### src/rtl/stripe_scheduler.sv
// rtl/stripe_scheduler.sv - frames TLP/DLLP packets into the 4-lane striping byte stream
// Optional COM+SKP ordered-set insertion is enabled by defining SKP_INSERT_EN.
module stripe_scheduler #(
   parameter int SKP_INTERVAL = 1180,
   parameter int CNT_W        = 16
) (
   input  logic       clk,
   input  logic       reset,
   input  logic       tlp_req,
   input  logic [7:0] tlp_data,
   input  logic       tlp_last,
   output logic       tlp_ack,
   input  logic       dllp_req,
   input  logic [7:0] dllp_data,
   input  logic       dllp_last,
   output logic       dllp_ack,
   output logic [7:0] toStriping,
   output logic       busy
);
   localparam logic [7:0] K_COM = 8'hBC;
   localparam logic [7:0] K_PAD = 8'hF7;
   localparam logic [7:0] K_SKP = 8'h1C;
   localparam logic [7:0] K_STP = 8'hFB;
   localparam logic [7:0] K_SDP = 8'h5C;
   localparam logic [7:0] K_END = 8'hFD;
   localparam logic [7:0] K_IDL = 8'h7C;
   localparam logic       G_TLP  = 1'b0;
   localparam logic       G_DLLP = 1'b1;

   typedef enum logic [3:0] {
      S_IDLE, S_START, S_DATA, S_PAD, S_END, S_SKP0, S_SKP1, S_SKP2, S_SKP3
   } state_t;

   state_t     state_q, state_d, arb_state;
   logic [1:0] pos_q, pos_d;
   logic       grant_q, grant_d, arb_grant;
   logic       rr_last_q, rr_last_d;
   logic [7:0] out_q, out_d;
   logic       busy_q, busy_d;
   logic       skp_pending, skp_clear, skp_arb;
   logic [7:0] sel_data;
   logic       sel_last;

`ifdef SKP_INSERT_EN
   logic [CNT_W-1:0] skp_cnt_q;
   logic             skp_pend_q;
   logic             skp_expire;

   assign skp_expire = (skp_cnt_q == CNT_W'(SKP_INTERVAL - 1));

   // A new expiry wins over the clear so a request is never lost.
   always_ff @(posedge clk) begin
      if (reset) begin
         skp_cnt_q  <= '0;
         skp_pend_q <= 1'b0;
      end else begin
         skp_cnt_q <= skp_expire ? '0 : skp_cnt_q + CNT_W'(1);
         if (skp_expire)
            skp_pend_q <= 1'b1;
         else if (skp_clear)
            skp_pend_q <= 1'b0;
      end
   end
   assign skp_pending = skp_pend_q;
`else
   logic unused_cfg;
   assign skp_pending = 1'b0;
   assign unused_cfg  = ^{skp_clear, (SKP_INTERVAL > 0), (CNT_W > 0)};
`endif

   // The pending flag is still set during SKP3, so it must not re-trigger itself.
   assign skp_arb  = skp_pending && (state_q != S_SKP3);
   assign sel_data = (grant_q == G_DLLP) ? dllp_data : tlp_data;
   assign sel_last = (grant_q == G_DLLP) ? dllp_last : tlp_last;

   always_comb begin
      arb_state = S_IDLE;
      arb_grant = rr_last_q;
      if (skp_arb) begin
         arb_state = S_SKP0;
      end else if (tlp_req && dllp_req) begin
         arb_state = S_START;
         arb_grant = ~rr_last_q;
      end else if (tlp_req) begin
         arb_state = S_START;
         arb_grant = G_TLP;
      end else if (dllp_req) begin
         arb_state = S_START;
         arb_grant = G_DLLP;
      end
   end

   always_comb begin
      state_d   = state_q;
      pos_d     = pos_q;
      grant_d   = grant_q;
      rr_last_d = rr_last_q;
      out_d     = K_IDL;
      busy_d    = 1'b0;
      tlp_ack   = 1'b0;
      dllp_ack  = 1'b0;
      skp_clear = 1'b0;
      case (state_q)
         S_IDLE: begin
            pos_d   = 2'd0;
            state_d = arb_state;
            grant_d = arb_grant;
         end
         S_START: begin
            out_d     = (grant_q == G_DLLP) ? K_SDP : K_STP;
            busy_d    = 1'b1;
            rr_last_d = grant_q;
            pos_d     = 2'd1;
            state_d   = S_DATA;
         end
         S_DATA: begin
            out_d    = sel_data;
            busy_d   = 1'b1;
            tlp_ack  = (grant_q == G_TLP);
            dllp_ack = (grant_q == G_DLLP);
            pos_d    = pos_q + 2'd1;
            if (sel_last)
               state_d = (pos_q == 2'd2) ? S_END : S_PAD;
         end
         S_PAD: begin
            out_d  = K_PAD;
            busy_d = 1'b1;
            pos_d  = pos_q + 2'd1;
            if (pos_q == 2'd2)
               state_d = S_END;
         end
         S_END: begin
            out_d   = K_END;
            busy_d  = 1'b1;
            pos_d   = 2'd0;
            state_d = arb_state;
            grant_d = arb_grant;
         end
         S_SKP0: begin
            out_d   = K_COM;
            state_d = S_SKP1;
         end
         S_SKP1: begin
            out_d   = K_SKP;
            state_d = S_SKP2;
         end
         S_SKP2: begin
            out_d   = K_SKP;
            state_d = S_SKP3;
         end
         S_SKP3: begin
            out_d     = K_SKP;
            skp_clear = 1'b1;
            state_d   = arb_state;
            grant_d   = arb_grant;
         end
         default: state_d = S_IDLE;
      endcase
   end

   always_ff @(posedge clk) begin
      if (reset) begin
         state_q   <= S_IDLE;
         pos_q     <= 2'd0;
         grant_q   <= G_TLP;
         rr_last_q <= G_TLP;
         out_q     <= K_IDL;
         busy_q    <= 1'b0;
      end else begin
         state_q   <= state_d;
         pos_q     <= pos_d;
         grant_q   <= grant_d;
         rr_last_q <= rr_last_d;
         out_q     <= out_d;
         busy_q    <= busy_d;
      end
   end

   assign toStriping = out_q;
   assign busy       = busy_q;
endmodule

### config.mk
export PLATFORM = sky130hd
export DESIGN_NAME = stripe_scheduler
export DESIGN_NICKNAME = d
export VERILOG_FILES = /design/src/rtl/stripe_scheduler.sv
export SDC_FILE = /design/constraint.sdc
export NUM_CORES = 1
export LEC_CHECK = 0
export ABC_CLOCK_PERIOD_IN_PS = 1650
export BUFFER_PORTS_ARGS = -buffer_cell sky130_fd_sc_hd__buf_2
export CAP_MARGIN = 20
export CORE_ASPECT_RATIO = 0.75
export CORE_MARGIN = 2
export CORE_UTILIZATION = 40
export CTS_CLUSTER_DIAMETER = 40
export DETAILED_ROUTE_END_ITERATION = 16
export PLACE_DENSITY = 0.69
export SKIP_CTS_REPAIR_TIMING = 1
export SLEW_MARGIN = 40
export SYNTH_ARGS = -nofsm -noshare
export SYNTH_HDL_FRONTEND = slang
export SYNTH_SLANG_ARGS = --single-unit
### constraint.sdc
create_clock -name clk -period 1.65 [get_ports clk]
set_input_delay 0.165 -clock clk [delete_from_list [all_inputs] [get_ports clk]]
set_output_delay 0.165 -clock clk [all_outputs]
set_load 0.005 [all_outputs]
==> flow_metrics.tcl <==
set metrics [dict create \
    critical_path_arrival_ns 1.54 \
    path_buf_inv 1 \
    cellInternalPower_mw 1.11 \
    cp-start-kind "flop" \
    ctsLongestPathBuffers 2 \
    ant_nets 0 \
    vias_per_cell 5.43 \
    synth_top_area_cell "dfxtp_1" \
    grt_pass1_wl_mm 3.53 \
    die_w_um 59.4 \
    p_seq_share_pct 32.4 \
    critical-path-top-delay-family "simple AND/OR/NAND/NOR gates" \
    vias 978 \
    switching_share_pct 39.5 \
    hold_class "in2reg" \
    max_clock_freq_mhz 587 \
    crit_fanout 5 \
    first_pass_iters 4 \
    antenna_cells 0 \
    synthCells 115 \
    grtUsageTotal_pct 17.9 \
    cts_sinks 17 \
    num_rows 15 \
    required_ns 1.48 \
    ys_ff_latch 17 \
    io_buffers 32 \
    drv_slew 0 \
    rsz0062_at_grt "yes" \
    fillers 214 \
    leakagePower_nw 0.543 \
    syn_area_per_cell_um2 8.01 \
    final_layout_size_suffix_gt1_share_pct 37.4 \
    fp.dieArea_um2 2710 \
    grt_pass1_vias 811 \
    run_status "finished with violations" \
    worst_clock_skew_ns 0.00659 \
    clkTransAtPathRegs_ns 0.11 \
    ir_worst_vdd_mv 0.723 \
    grt_start_max_net_pins 14 \
    worstMarginPinSlew_ns 0.394 \
    yosysTopAreaCellShare_pct 37.0 \
    report.final.hold_viol_count 0 \
    period_share_pct 103 \
    core_um2 2230 \
    yosysUniqueCellTypes 37 \
    nets 179 \
    cp-end-kind "primary output" \
    synth_area_leaders "dfxtp_1, nor2_1, a21oi_1" \
    dr.first_iter.drc_count 29 \
    clockRootBuffer "clkbuf_4" \
    num_io_pins 33 \
    fin_area_um2 1220 \
    worstPathCellList "or4b_4 -> nor2_4 -> buf_2" \
    finalPower_mw 1.84 \
    power_density_nw_per_um2 1510 \
    yosys_warnings 0 \
    drc 0 \
    place_hpwl_mm 1.75 \
    synthesis.area_um2 921 \
    p_sw_uw 727 \
    initial_core_util_pct 41.2 \
    clock_latency_ns 0.31 \
    cpPeakStageDelay_ns 0.60 \
    gr-total-overflow 0 \
    slowest_stage "or4b_4" \
    pwr-share-clk_pct 13.2 \
    placed_area_um2 1140 \
    layout_commonest_cell "buf_2" \
    path_class "reg2out" \
    cts_buffers 3 \
    relSlewSlack_pct 73.8 \
    layout_min_cycle_time_ns 1.70 \
    mostFrequentLayoutCells "buf_2, nor2_1, dfxtp_1, buf_4, a21oi_1" \
    maxCapViolCount 0 \
    layout-area-overhead-vs-synth_pct 32.1 \
    synthesis.nets 138 \
    gp_congestion 0.891 \
    die_h_um 45.6 \
    routedWlPerCell_um 13.3 \
    setup_viol 2 \
    worst_slack_ns -0.0538 \
    cts.htree.levels 1 \
    violations "negative setup slack" \
    antenna_found_initial 0 \
    wl_mm 2.39 \
    combPwrFrac_pct 54.4 \
    cts_tree "yes" \
    seq_area_frac_synth_pct 37.0 \
]
-- cells by family (layout without fill, tap and decap cells) --
family | count (synthesis) | in the layout | share of synthesized area, %
xor gates and xnor gates | 1 | 1 | 0.951
DFF | 17 | 17 | 37.0
and+or+nand+nor | 47 | 47 | 25.4
buffers and inverters | 11 | 51 | 5.16
AOI/OAI and AO/OA | 31 | 31 | 22.1
muxes | 7 | 7 | 8.02
adders and majority gates | 1 | 1 | 1.36
-- final cells by class --
class,instances,area (µm²),area share [%]
clock buffers,3,22.5,1.85
clock inverters,1,5.00,0.412
inverters,3,11.3,0.926
multi-input cells,87,552,45.4
flip-flops and latches,17,344,28.3
well taps,25,31.3,2.57
repair buffers,44,250,20.6
-- routing by layer --
layer | GRT usage, % | vias to the layer above | part of all wire, %
li1 | - | 488 | -
met1 | 23.5 | 445 | 48
met2 | 29.2 | 42 | 44
met3 | 5.97 | 3 | 7.1
met4 | 2.73 | 0 | 0.42
met5 | 0 | - | 0
-- sequential cells by signal, summed over array words and instances (netlist names) --
register    cells
toStriping      8
state_q         4
pos_q           2
busy            1
grant_q         1
rr_last_q       1
-- power groups by stage --
stage                     registers, mW  clock network, mW  logic (mW)
after global placement            0.599                  0       0.894
final                             0.597              0.242        1.00
after CTS                         0.597              0.239       0.910
after floorplan                   0.589                  0       0.631
after global routing              0.612              0.264        1.11
after detailed placement          0.607                  0       0.904
-- synth_stat cells --
master and count:
or3_1 1, inv_1 3, nor2_1 18, o32a_1 2, o21ai_0 4, nor2b_1 3, a21o_1 1, a211oi_1 2
nand2_1 7, mux2_2 3, nor3_1 2, nor3b_1 1, o21a_1 1, xnor2_1 1, and2_1 1, clkbuf_1 2
or4b_1 1, a31oi_1 3, nand3_1 3, a211oi_2 1, o22a_1 1, o311ai_0 1, or2_2 2, nand3b_1 1
and3b_1 1, nand2b_1 5, a22oi_1 1, o211ai_1 1, and3_1 1, a211o_1 1, ha_1 1, buf_1 1
o22ai_1 1, a21oi_1 11, buf_2 5, dfxtp_1 17, mux2i_1 4
-- worst paths after layout --
path	cells past startpoint	endpoint	start	slack [ns]
setup / recovery	3	dllp_ack	state_q[0]$_SDFFE_PP0P_	-0.05
hold / removal	2	toStriping[6]$_SDFF_PP1_	dllp_data[6]	0.05
setup reg to reg	5	toStriping[6]$_SDFF_PP1_	state_q[0]$_SDFFE_PP0P_	0.08
hold reg to reg	2	pos_q[0]$_SDFFE_PP0P_	pos_q[0]$_SDFFE_PP0P_	0.50
-- metrics by stage --
| stage | worst slack [ns] | util [%] | hold WS [ns] | instances | setup TNS [ns] |
|---|---|---|---|---|---|
| 2_1_floorplan | 0.235 | - | 0.283 | 115 | 0 |
| 3_3_place_gp | 0.189 | 50.9 | 0.372 | 172 | 0 |
| 3_5_place_dp | 0.125 | 50.9 | 0.378 | 172 | 0 |
| 4_1_cts | -0.214 | 52.1 | 0.0532 | 176 | -0.341 |
| 5_1_grt | -0.0944 | 54.5 | 0.0558 | 180 | -0.175 |
| 6_report | -0.0538 | 54.5 | 0.0536 | 180 | -0.103 |
Power figures use the tool's default switching activity.
